[src/rtl/rs_excitation_driver.sv]
// -----------------------------------------------------------------------------
// rs_excitation_driver
//
// Writer-side companion for the clocked RS flip-flop (S, R, CLK, Q, QB).
// Target Q bits arrive over a valid/ready handshake and are buffered in a small
// circular FIFO. Each target is turned into a legal S/R excitation based on the
// tracked flop state (Q_MODEL). The excitation is driven for one cycle, and the
// Q/QB feedback is then checked. A mismatch sets a sticky ERR flag and bumps a
// saturating ERR_CNT.
//
// Ports
//   CLK       in   clock, rising edge
//   RST       in   synchronous active-high reset
//   IN_VALID  in   target bit offered
//   IN_BIT    in   target Q value
//   IN_READY  out  FIFO can take a bit this cycle
//   S, R      out  registered set/reset commands to the flop (never both 1)
//   Q_FB      in   flop Q
//   QB_FB     in   flop QB
//   Q_MODEL   out  tracked (expected) flop state
//   BUSY      out  FSM not IDLE or FIFO not empty
//   CHK_DONE  out  one-cycle pulse per completed check
//   ERR       out  sticky mismatch flag
//   ERR_CNT   out  saturating mismatch count
//
// Handshake: a bit transfers on a rising edge where IN_VALID and IN_READY are
// both high. IN_READY does not depend on IN_VALID. It is low during reset. It
// is also low while the FIFO is full, except in a cycle where the FSM pops the
// head, because then a simultaneous push fits.
//
// Debug: r_state holds the current FSM state (state_t) for checkers to bind to.
// -----------------------------------------------------------------------------
module rs_excitation_driver #(
  parameter int DEPTH = 4,
  parameter int ERR_W = 8
) (
  input  logic             CLK,
  input  logic             RST,
  input  logic             IN_VALID,
  input  logic             IN_BIT,
  output logic             IN_READY,
  output logic             S,
  output logic             R,
  input  logic             Q_FB,
  input  logic             QB_FB,
  output logic             Q_MODEL,
  output logic             BUSY,
  output logic             CHK_DONE,
  output logic             ERR,
  output logic [ERR_W-1:0] ERR_CNT
);

  localparam int          AW       = $clog2(DEPTH);
  localparam logic [AW:0] FULL_CNT = (AW+1)'(DEPTH);

  typedef enum logic [2:0] {
    ST_INIT,
    ST_IDLE,
    ST_DRIVE,
    ST_WAIT,
    ST_CHECK
  } state_t;

  // FSM and datapath registers
  state_t           r_state;
  logic             r_s;
  logic             r_r;
  logic             r_target;
  logic             r_q_model;
  logic             r_old_q;
  logic             r_init_chk;   // current check belongs to the INIT force-to-0
  logic             r_chk_done;
  logic             r_err;
  logic [ERR_W-1:0] r_err_cnt;

  // FIFO registers
  logic [DEPTH-1:0] r_mem;
  logic [AW-1:0]    r_wr_ptr;
  logic [AW-1:0]    r_rd_ptr;
  logic [AW:0]      r_count;

  // Next-state / combinational signals
  state_t           w_state_nxt;
  logic             w_s_nxt;
  logic             w_r_nxt;
  logic             w_target_nxt;
  logic             w_q_model_nxt;
  logic             w_old_q_nxt;
  logic             w_init_chk_nxt;
  logic             w_chk_done_nxt;
  logic             w_err_nxt;
  logic [ERR_W-1:0] w_err_cnt_nxt;
  logic             w_mismatch;

  logic             w_fifo_empty;
  logic             w_fifo_full;
  logic             w_pop;
  logic             w_push;
  logic             w_head;

  assign w_fifo_empty = (r_count == '0);
  assign w_fifo_full  = (r_count == FULL_CNT);
  assign w_head       = r_mem[r_rd_ptr];

  // The FSM takes a new target only in IDLE or at the end of a CHECK.
  assign w_pop    = !w_fifo_empty && ((r_state == ST_IDLE) || (r_state == ST_CHECK));
  assign IN_READY = !RST && (!w_fifo_full || w_pop);
  assign w_push   = IN_VALID && IN_READY;

  // ---------------------------------------------------------------------------
  // FSM: next state and next register values
  // ---------------------------------------------------------------------------
  always_comb begin
    w_state_nxt    = r_state;
    w_s_nxt        = 1'b0;
    w_r_nxt        = 1'b0;
    w_target_nxt   = r_target;
    w_q_model_nxt  = r_q_model;
    w_old_q_nxt    = r_old_q;
    w_init_chk_nxt = r_init_chk;
    w_chk_done_nxt = 1'b0;
    w_err_nxt      = r_err;
    w_err_cnt_nxt  = r_err_cnt;
    w_mismatch     = 1'b0;

    case (r_state)
      ST_INIT: begin
        // The flop's power-up state is unknown, so force it to 0 through the
        // normal WAIT/CHECK path.
        w_r_nxt        = 1'b1;
        w_target_nxt   = 1'b0;
        w_init_chk_nxt = 1'b1;
        w_state_nxt    = ST_WAIT;
      end

      ST_IDLE: begin
        if (w_pop) begin
          w_target_nxt   = w_head;
          w_init_chk_nxt = 1'b0;
          w_state_nxt    = ST_DRIVE;
        end
      end

      ST_DRIVE: begin
        // Excitation only on a change; equal target holds with S=R=0.
        if (r_target && !r_q_model) begin
          w_s_nxt = 1'b1;
        end else if (!r_target && r_q_model) begin
          w_r_nxt = 1'b1;
        end
        w_state_nxt = ST_WAIT;
      end

      ST_WAIT: begin
        // The flop samples S/R at this edge; the model follows the target.
        w_old_q_nxt   = r_q_model;
        w_q_model_nxt = r_target;
        w_state_nxt   = ST_CHECK;
      end

      ST_CHECK: begin
        // QB lags Q by one flop update, so it should show the inverse of the
        // state before this transition. After INIT that state is unknown.
        w_mismatch = (Q_FB != r_target) ||
                     (!r_init_chk && (QB_FB != ~r_old_q));
        w_chk_done_nxt = 1'b1;
        if (w_mismatch) begin
          w_err_nxt = 1'b1;
          if (r_err_cnt != '1) begin
            w_err_cnt_nxt = r_err_cnt + ERR_W'(1);
          end
        end
        w_init_chk_nxt = 1'b0;
        if (w_pop) begin
          w_target_nxt = w_head;
          w_state_nxt  = ST_DRIVE;
        end else begin
          w_state_nxt  = ST_IDLE;
        end
      end

      default: begin
        w_state_nxt = ST_INIT;
      end
    endcase
  end

  // ---------------------------------------------------------------------------
  // FSM and datapath registers
  // ---------------------------------------------------------------------------
  always_ff @(posedge CLK) begin
    if (RST) begin
      r_state    <= ST_INIT;
      r_s        <= 1'b0;
      r_r        <= 1'b0;
      r_target   <= 1'b0;
      r_q_model  <= 1'b0;
      r_old_q    <= 1'b0;
      r_init_chk <= 1'b0;
      r_chk_done <= 1'b0;
      r_err      <= 1'b0;
      r_err_cnt  <= '0;
    end else begin
      r_state    <= w_state_nxt;
      r_s        <= w_s_nxt;
      r_r        <= w_r_nxt;
      r_target   <= w_target_nxt;
      r_q_model  <= w_q_model_nxt;
      r_old_q    <= w_old_q_nxt;
      r_init_chk <= w_init_chk_nxt;
      r_chk_done <= w_chk_done_nxt;
      r_err      <= w_err_nxt;
      r_err_cnt  <= w_err_cnt_nxt;
    end
  end

  // ---------------------------------------------------------------------------
  // Target FIFO: circular buffer; pointers wrap naturally (DEPTH is 2^AW)
  // ---------------------------------------------------------------------------
  always_ff @(posedge CLK) begin
    if (w_push) begin
      r_mem[r_wr_ptr] <= IN_BIT;
    end
  end

  always_ff @(posedge CLK) begin
    if (RST) begin
      r_wr_ptr <= '0;
      r_rd_ptr <= '0;
      r_count  <= '0;
    end else begin
      if (w_push) begin
        r_wr_ptr <= r_wr_ptr + AW'(1);
      end
      if (w_pop) begin
        r_rd_ptr <= r_rd_ptr + AW'(1);
      end
      case ({w_push, w_pop})
        2'b10:   r_count <= r_count + (AW+1)'(1);
        2'b01:   r_count <= r_count - (AW+1)'(1);
        default: r_count <= r_count;
      endcase
    end
  end

  // ---------------------------------------------------------------------------
  // Outputs
  // ---------------------------------------------------------------------------
  assign S        = r_s;
  assign R        = r_r;
  assign Q_MODEL  = r_q_model;
  assign CHK_DONE = r_chk_done;
  assign ERR      = r_err;
  assign ERR_CNT  = r_err_cnt;
  assign BUSY     = (r_state != ST_IDLE) || !w_fifo_empty;

endmodule
[config.mk]
export PLATFORM = sky130hd
export DESIGN_NAME = rs_excitation_driver
export DESIGN_NICKNAME = d
export VERILOG_FILES = /design/src/rtl/rs_excitation_driver.sv
export SDC_FILE = /design/constraint.sdc
export NUM_CORES = 1
export LEC_CHECK = 0
export BUFFER_PORTS_ARGS = -buffer_cell sky130_fd_sc_hd__buf_2
export CAP_MARGIN = 20
export CELL_PAD_IN_SITES_DETAIL_PLACEMENT = 0
export CELL_PAD_IN_SITES_GLOBAL_PLACEMENT = 1
export CORE_MARGIN = 5
export CORE_UTILIZATION = 43
export DETAILED_ROUTE_END_ITERATION = 16
export PLACE_DENSITY = 0.81
export REMOVE_ABC_BUFFERS = 1
export SLEW_MARGIN = 0
export SYNTH_ARGS = -nofsm -noshare
export SYNTH_HDL_FRONTEND = slang
export SYNTH_SLANG_ARGS = --single-unit
[constraint.sdc]
create_clock -name CLK -period 2.87 [get_ports CLK]
set_input_delay 0.287 -clock CLK [delete_from_list [all_inputs] [get_ports CLK]]
set_output_delay 0.287 -clock CLK [all_outputs]
set_load 0.005 [all_outputs]
==> flow_summary.ini, run 1 <==
[outcome]
status = finished, final reports clean

[placement]
dp_hpwl_microns = 1990
gp_congestion = 0.827
dpl_cell_area_sq_mm = 0.00161
io_buffers = 20
place_inst = 211

[finish]
syn2layout_area_growth_pct = 13.4
utilization_pct = 50.2
drive_above_1_share_pct = 20.9
final_nets = 185
final_area_sq_mm = 0.00166
antennaDiodeCount = 0
stdcell_count = 218

[routing]
dr.first_iter.drc_count = 59
wl_per_cell_microns = 12.4
route.vias.total = 1137
drt_wl_total_microns = 2710
drtAntennaViolNets = 0
vias_per_cell = 5.22
dr.pass1.iters = 6
drc_errors = 0

[critical_path]
critPathRequiredTime_ps = 3130
critPathMaxFanout = 11
cp_data_arrival_time_ps = 2740
worstSetupPathType = reg2reg
worst_setup_path_start_kind = register
cp-end-kind = register

[pwr]
power_switching_mw = 0.361
internal-power_mw = 0.753
clock_power_share_pct = 22.2
p_seq_share_pct = 48.9
vdd_drop_max_mv = 0.379
total_power_mw = 1.11
power_density_mw_per_mm2 = 671
p_comb_share_pct = 28.9
p_sw_share_pct = 32.4
leakagePower_nw = 0.648

[clocking]
ctsHoldBuffers = 0
cts-root-buf = clkbuf_4
cts_tree = done
clk_path_buf_depth = 2
cts_buffers = 5
clkTransAtPathRegs_ps = 90
clock_latency_ps = 320
h-tree-depth = 2
cts_resized = 0
cts_post_setup_buffers_inserted = 0
clkSinkCount = 30

[sta]
rsz0062_at_grt = false
fin_setup_tns_ps = 0
finClkSkew_ps = 5.21
fin_crit_ps = 2470
max_freq_mhz = 404
slew_violations = 0
finalCritPeriodShare_pct = 86.2
hold_viol_final = 0
setup_violations = 0
relSlewSlack_pct = 59.2
tightest_slew_ps = 612

[synth]
syn_area_sq_mm = 0.00146
synth_edf_count = 4
synth_top_cells_by_area = dfxtp_1 36%, edfxtp_1 8.2%, ha_1 5.1%
avgSynthCellArea_sq_um = 9.82
synth_seq_cells = 30
yosys.area.top_type_share_pct = 35.6
synth_cell_types = 46
yosysTopAreaCell = dfxtp_1
yosys_warnings = 0
yosysSeqAreaShare_pct = 43.8
synth-main-ff-cell = dfxtp_1
synthArstFlopShare_pct = 0
syn_inst = 149

[global_routing]
met1_usage_pct = 16.9
met2_usage_pct = 21.5
grt_pass1_wl_microns = 4750
grtUsageTotal_pct = 13.8
grt_pass1_vias = 1097
grt_max_degree = 16
grt_overflow = 0
grt.met3_usage_pct = 4.11
top_usage_layer = met2
antenna_found_initial = 0

[die]
dieArea_sq_mm = 0.00467
core.rowCount = 21
core_sq_mm = 0.00331
die_y_microns = 68.3
floorplan.initialDensity_pct = 44.2
die_w_microns = 68.3
io_pins = 21

[min_path]
hold_path.class = in2reg

[flow_run]
max-cap-violations = 0
metrics by stage:
step	worst slack [ps]	hold WS, ps
6_report	397	176
5_1_grt	211	155
4_1_cts	399	168
3_5_place_dp	340	434
3_3_place_gp	427	436
2_1_floorplan	526	356
synth_stat cells, types with 2 or more instances:
cell	count
a21oi_1	6
and2_1	6
buf_4	2
clkbuf_1	2
dfxtp_1	26
edfxtp_1	4
ha_1	6
inv_1	6
maj3_1	2
mux2i_1	5
nand2_1	9
nand2b_1	2
nand3_1	3
nand4_1	2
nor2_1	15
nor3_1	2
nor4_1	2
o21ai_0	4
o21bai_1	2
o311ai_0	2
o31ai_1	4
o41ai_1	2
or2_2	2
or3_1	4
or4_1	2
xnor2_1	6
xor2_1	2
cell type report:
class                      instances  area [sq um]
inverter                           7          26.3
fill                             331          1650
timing repair buffer              22           115
tap                               46          57.6
clock buffer                       7          55.1
multi-input combinational        106           766
sequential                        30           641
worst paths after layout:
kind / endpoint / slack, ps / cells past startpoint / startpoint
setup / recovery: r_count[2]$_SDFFE_PP0P_ / 400 / 8 / r_state[0]$_SDFFE_PP0P_
hold / removal: r_mem[2]$_DFFE_PP_ / 180 / 1 / IN_BIT
setup reg to reg: r_count[2]$_SDFFE_PP0P_ / 400 / 8 / r_state[0]$_SDFFE_PP0P_
hold reg to reg: ERR$_SDFFE_PP0P_ / 450 / 2 / ERR$_SDFFE_PP0P_
flip-flops by register name, summed over array words and instances, names as in the netlist, 2 cells and up:
| register | cells |
|---|---|
| ERR_CNT | 8 |
| r_state | 3 |
| r_rd_ptr | 2 |
| r_mem | 4 |
| r_count | 3 |
| r_wr_ptr | 2 |
layer usage:
metal / up-vias / share of wire [%]
li1: 575 / -
met4: 0 / 2.1
met5: - / 0
met2: 22 / 46
met1: 533 / 47
met3: 7 / 4.8
worst max-delay path, stage by stage (launching register included):
cell and delay (ps):
dfxtp_1 580, xnor2_1 230, o32ai_2 300, inv_1 90
ha_1 230, fa_1 390, xnor2_1 150, or3_1 310
a21oi_1 140
placed cells by master, fill, tap and decap left out, types with 3 or more instances in the layout:
cell type and count:
dfxtp_1 26, buf_2 20, nor2_1 15, nand2_1 9
xnor2_1 6, inv_1 6, and2_1 6, a21oi_1 6
ha_1 6, mux2i_1 5, clkbuf_4 5, o21ai_0 4
or3_1 4, o31ai_1 4, edfxtp_1 4, nand3_1 3
power groups by stage:
stage | clock network (mW) | logic [mW] | registers (mW)
after global routing | 0.277 | 0.370 | 0.557
after detailed placement | 0 | 0.325 | 0.555
after floorplan | 0 | 0.233 | 0.555
after global placement | 0 | 0.314 | 0.552
after CTS | 0.256 | 0.328 | 0.546
final | 0.247 | 0.322 | 0.545
logic make-up (layout without fill, tap and decap cells):
kind of cell / Yosys count / count (layout) / synth area share [%]
AND/OR/NAND/NOR: 58 / 58 / 22.2
flip-flops: 30 / 30 / 43.8
AO/OA/AOI/OAI: 25 / 25 / 12.5
buffers and inverters: 13 / 36 / 3.93
adder cells (fa/ha/maj): 9 / 9 / 7.86
XOR/XNOR: 8 / 8 / 4.79
multiplexers: 6 / 6 / 4.96
No activity file was read; power rests on OpenSTA's default activity.
==> run 2: changes to the inputs <==
--- a/config.mk
+++ b/config.mk
@@ -10,9 +10,10 @@
 export CELL_PAD_IN_SITES_DETAIL_PLACEMENT = 0
 export CELL_PAD_IN_SITES_GLOBAL_PLACEMENT = 1
 export CORE_MARGIN = 5
-export CORE_UTILIZATION = 43
+export CORE_UTILIZATION = 45
+export CTS_BUF_LIST = sky130_fd_sc_hd__clkbuf_8
 export DETAILED_ROUTE_END_ITERATION = 16
-export PLACE_DENSITY = 0.81
+export PLACE_DENSITY = 0.84
 export REMOVE_ABC_BUFFERS = 1
 export SLEW_MARGIN = 0
 export SYNTH_ARGS = -nofsm -noshare
==> run 2 against run 1 <==
Clock power increased by 38%; cell area is 2.5% higher; register-to-register slack better by 70 ps; via count shrank 1.3%; flip-flop and latch count did not move; global-route usage increased by 0.17 points; critical path depth stayed put; count of clock-buffer cells in the layout decreased by 1; sequential share of layout area down 0.94 points.
==> flow_summary.ini, run 2 (synthesized netlist as in run 1, its figures left out) <==
[outcome]
status = finished, final reports clean

[critical_path]
cp-end-kind = register
critPathMaxFanout = 11
path_delay_family = adder cells
worst_setup_path_start_kind = register
critPathMostFrequentCell = xnor2_1
cp_slowest_cell = dfxtp_1
critPathRequiredTime_ps = 3090
max_stage_delay_ps = 520
worstSetupPathType = reg2reg
crit_buf_inv = 1
path_cells = xnor2_1 -> o32ai_2 -> inv_1 -> ha_1 -> fa_1 -> xnor2_1 -> or3_1 -> a21oi_1
cp_data_arrival_time_ps = 2620

[pwr]
p_seq_share_pct = 44.0
clock_power_share_pct = 28.0
power_density_mw_per_mm2 = 716
power_switching_mw = 0.386
internal-power_mw = 0.833
vdd_drop_max_mv = 0.457
p_comb_share_pct = 28.0
p_sw_share_pct = 31.7
total_power_mw = 1.22
leakagePower_nw = 0.674

[routing]
dr.pass1.iters = 4
dr.first_iter.drc_count = 92
drc_errors = 0
vias_per_cell = 5.15
wl_per_cell_microns = 12.8
drt_wl_total_microns = 2780
route.vias.total = 1122
drtAntennaViolNets = 0

[sta]
fin_setup_tns_ps = 0
slew_violations = 0
setup_violations = 0
rsz0062_at_grt = false
finClkSkew_ps = 6.46
finalCritPeriodShare_pct = 83.7
relSlewSlack_pct = 58.5
hold_viol_final = 0
hold_ws_ps = 222
tightest_slew_ps = 622
fin_crit_ps = 2400
max_freq_mhz = 416

[clocking]
h-tree-depth = 2
clock_latency_ps = 280
cts_buffers = 5
clkSinkCount = 30
cts_tree = done
clk_path_buf_depth = 2
cts_post_setup_buffers_inserted = 0
cts-root-buf = clkbuf_8
cts_resized = 0
clkTransAtPathRegs_ps = 60
ctsHoldBuffers = 0

[finish]
syn2layout_area_growth_pct = 16.2
final_cell_mix = 26 x dfxtp_1, 20 x buf_2, 15 x nor2_1
utilization_pct = 55.3
largest_reg_flops = 8
final_nets = 186
final_common_cell = dfxtp_1
antennaDiodeCount = 0
drive_above_1_share_pct = 21.8
final_area_sq_mm = 0.00170

[global_routing]
grt_pass1_wl_microns = 4690
grt_max_degree = 16
antenna_found_initial = 0
grt_pass1_vias = 1026
grt_overflow = 0
grtUsageTotal_pct = 13.9

[die]
core_sq_mm = 0.00308
floorplan.initialDensity_pct = 47.6
die_w_microns = 67.0
dieArea_sq_mm = 0.00449
die_y_microns = 67.0
io_pins = 21
core.rowCount = 20

[placement]
dpl_cell_area_sq_mm = 0.00161
dp_hpwl_microns = 1970
gp_congestion = 0.755
io_buffers = 20

[min_path]
hold_path.class = in2reg

[flow_run]
max-cap-violations = 0
run 2: cell types whose count changed in the layout (fill, tap and decap cells not counted), sizes merged:
cell / change
buf: +1
clkbuf: -1
clkinv: +1
inv: +1
run 2: worst paths after layout:
check                          startpoint                      end  slack, ps  cells after the start
hold / removal                     IN_BIT       r_mem[3]$_DFFE_PP_        220                      1
setup reg to reg  r_state[2]$_SDFFE_PP0P_  r_count[2]$_SDFFE_PP0P_        470                      8
hold reg to reg          ERR$_SDFFE_PP0P_         ERR$_SDFFE_PP0P_        450                      2
setup / recovery  r_state[2]$_SDFFE_PP0P_  r_count[2]$_SDFFE_PP0P_        470                      8
run 2: layer usage:
layer  vias up  share of wire, %  global-route usage, %
met5         -                 0                      0
met4         0               1.7                   6.08
met3         7               5.4                   5.90
met2        19                44                   20.7
met1       516                49                   17.4
li1        580                 -                      -
run 2: area by class of cell:
type                    instances  area [sq um]
inverters                       7          26.3
multi-input cells             106           766
flip-flops and latches         30           641
well taps                      44          55.1
repair buffers                 23           123
clock inverters                 2          8.76
clock buffers                   6          82.6
fillers                       289          1380
run 2: power groups by stage:
stage	Combinational, mW	Sequential [mW]	Clock (mW)
floorplan	0.233	0.555	0
global placement	0.335	0.541	0
detailed placement	0.342	0.545	0
CTS	0.348	0.536	0.351
global route	0.384	0.546	0.371
finish	0.342	0.536	0.342
run 2: stage by stage:
stage | setup WS [ps] | cells
global route | 278 | 218
CTS | 467 | 218
global placement | 427 | 210
detailed placement | 318 | 210
floorplan | 526 | 143
finish | 469 | 218
==> run 3: changes to the inputs <==
==> constraint.sdc (replaced) <==
create_clock -name CLK -period 2.35 [get_ports CLK]
set_input_delay 0.235 -clock CLK [delete_from_list [all_inputs] [get_ports CLK]]
set_output_delay 0.235 -clock CLK [all_outputs]
set_load 0.005 [all_outputs]
==> run 3 against run 2 <==
Register-to-register slack lost 320 ps; core utilization rose by 1.1 points; clock power is 23% higher; combinational power up 33%; non-clock buffer count is 2 higher; die area stayed put; cell count up 0.92%; via count increased by 5.2%; global-route usage grew 1.1 points; critical endpoint unchanged; largest power group unchanged.
==> flow_summary.ini, run 3 (synthesized netlist as in run 1, its figures left out) <==
[min_path]
whs_endpoint = r_mem[3]$_DFFE_PP_
hold_path.class = in2reg
hp-start = IN_BIT
hold-path-cell-count = 1

[critical_path]
cp-end-kind = register
rrSetupSlack_ps = 150
worstSetupPathType = reg2reg
cp_data_arrival_time_ps = 2410
r2r_start = r_state[1]$_SDFFE_PP0P_
r2r_cells = 8
reg2reg_to = r_count[2]$_SDFFE_PP0P_
critPathRequiredTime_ps = 2570
critPathMaxFanout = 2
worst_setup_path_start_kind = register

[clocking]
cts_post_setup_buffers_inserted = 0
cts_tree = done
clkSinkCount = 30
ctsHoldBuffers = 0
clock_latency_ps = 280
clkTransAtPathRegs_ps = 60
clk_path_buf_depth = 2
cts_buffers = 5
h-tree-depth = 2
cts-root-buf = clkbuf_8

[routing]
wl_met1_microns = 1280
wl_per_cell_microns = 13.4
dr_wl_met3_microns = 184
drc_errors = 0
dr.first_iter.drc_count = 52
routed.top_layer = met4
route.vias.total = 1180
drtAntennaViolNets = 0
vias_per_cell = 5.36
wl_met2_microns = 1400
drt_wl_total_microns = 2940
dr.pass1.iters = 6

[finish]
final_cell_mix = 24 x dfxtp_1, 20 x buf_2, 15 x nor2_1
syn2layout_area_growth_pct = 18.6
final_common_cell = dfxtp_1
antennaDiodeCount = 0
fillCellCount = 284
multi_input_area_sq_um = 783
drive_above_1_share_pct = 25.0
ff_latch_area_sq_um = 643
largest_reg_flops = 8
final_nets = 188

[die]
floorplan.initialDensity_pct = 47.6
die_y_microns = 67.0
core.rowCount = 20
dieArea_sq_mm = 0.00449
die_w_microns = 67.0
core_sq_mm = 0.00308
io_pins = 21

[sta]
setup_violations = 0
fin_crit_ps = 2200
fin_setup_tns_ps = 0
tightest_slew_ps = 641
finalCritPeriodShare_pct = 93.5
hold_viol_final = 0
relSlewSlack_pct = 57.3
slew_violations = 0
finClkSkew_ps = 6.39
max_freq_mhz = 455
rsz0062_at_grt = false

[placement]
io_buffers = 20
gp_congestion = 0.737
dp_hpwl_microns = 2070

[pwr]
vdd_drop_max_mv = 0.569
internal-power_mw = 1.04
power_density_mw_per_mm2 = 886
power_switching_mw = 0.498
clock_power_share_pct = 27.2
p_sw_share_pct = 32.4
p_seq_share_pct = 43.1
total_power_mw = 1.54
leakagePower_nw = 0.692
p_comb_share_pct = 29.7

[global_routing]
grtUsageTotal_pct = 15.0
grt_pass1_wl_microns = 4950
grt_overflow = 0
antenna_found_initial = 0
grt_pass1_vias = 1133
grt_max_degree = 24

[flow_run]
max-cap-violations = 0

[outcome]
status = finished, final reports clean
## run 3: cell count changes in the layout (fill, tap and decap cells not counted)
cell | before | now
dfxtp_1 | 26 | 24
buf_4 | 3 | 5
xnor2_1 | 6 | 5
nor3_2 | 1 | 0
a21oi_1 | 6 | 5
nor3_4 | 0 | 1
a21oi_2 | 0 | 1
dfxtp_2 | 0 | 2
xnor2_2 | 0 | 1
## run 3: critical path, cell delays in order, from the launching register on
cell	delay (ps)
dfxtp_1	310
or3b_1	380
o32ai_2	130
inv_1	70
ha_1	220
fa_1	390
xnor2_1	150
or3_1	330
a21oi_2	140
## run 3: routing by layer
metal / vias to the layer above / GRT usage [%]
li1: 584 / -
met1: 556 / 16.9
met2: 31 / 23.9
met3: 9 / 6.58
met4: 0 / 7.59
met5: - / 0
## run 3: how the worst max path moves through the flow
stage                                  startpoint                 endpoint  slack (ps)  cells after the start
final                     r_state[1]$_SDFFE_PP0P_  r_count[2]$_SDFFE_PP0P_         150                      8
after global routing      r_state[1]$_SDFFE_PP0P_  r_count[2]$_SDFFE_PP0P_           6                      8
after CTS                 r_count[0]$_SDFFE_PP0P_  r_count[2]$_SDFFE_PP0P_          80                      7
after detailed placement                      RST  r_count[2]$_SDFFE_PP0P_          80                      9
after global placement                        RST  r_count[2]$_SDFFE_PP0P_         190                      9
after floorplan           r_state[1]$_SDFFE_PP0P_  r_count[2]$_SDFFE_PP0P_           6                      8
## run 3: timing repair
item,CTS,global route
hold endpoints to repair,0,0
gates resized for setup,0,5
setup endpoints to repair,0,1
## run 3: layout make-up
| class | instances | area share (%) |
|---|---|---|
| multi-input combinational | 106 | 45.1 |
| sequential | 30 | 37.0 |
| timing repair buffer | 25 | 7.93 |
| clock buffer | 6 | 4.76 |
| tap | 44 | 3.17 |
| inverter | 7 | 1.51 |
| clock inverter | 2 | 0.504 |
## run 3: power groups by stage
stage	Sequential (mW)	Clock, mW	Combinational [mW]
detailed placement	0.662	0	0.435
global route	0.674	0.460	0.512
global placement	0.655	0	0.418
finish	0.663	0.419	0.456
CTS	0.651	0.429	0.444
floorplan	0.677	0	0.285
## run 3: per-stage QoR
stage / setup slack (ps) / instances / hold WS (ps) / util [%] / area, sq um
after floorplan: 5.55 / 143 / 304 / - / 1430
final: 152 / 220 / 170 / 56.4 / 1740
after CTS: 77.7 / 220 / 164 / 55.8 / 1720
after global routing: 5.62 / 220 / 163 / 56.4 / 1740
after global placement: 188 / 212 / 433 / 52.8 / 1630
after detailed placement: 79.0 / 212 / 447 / 52.8 / 1630
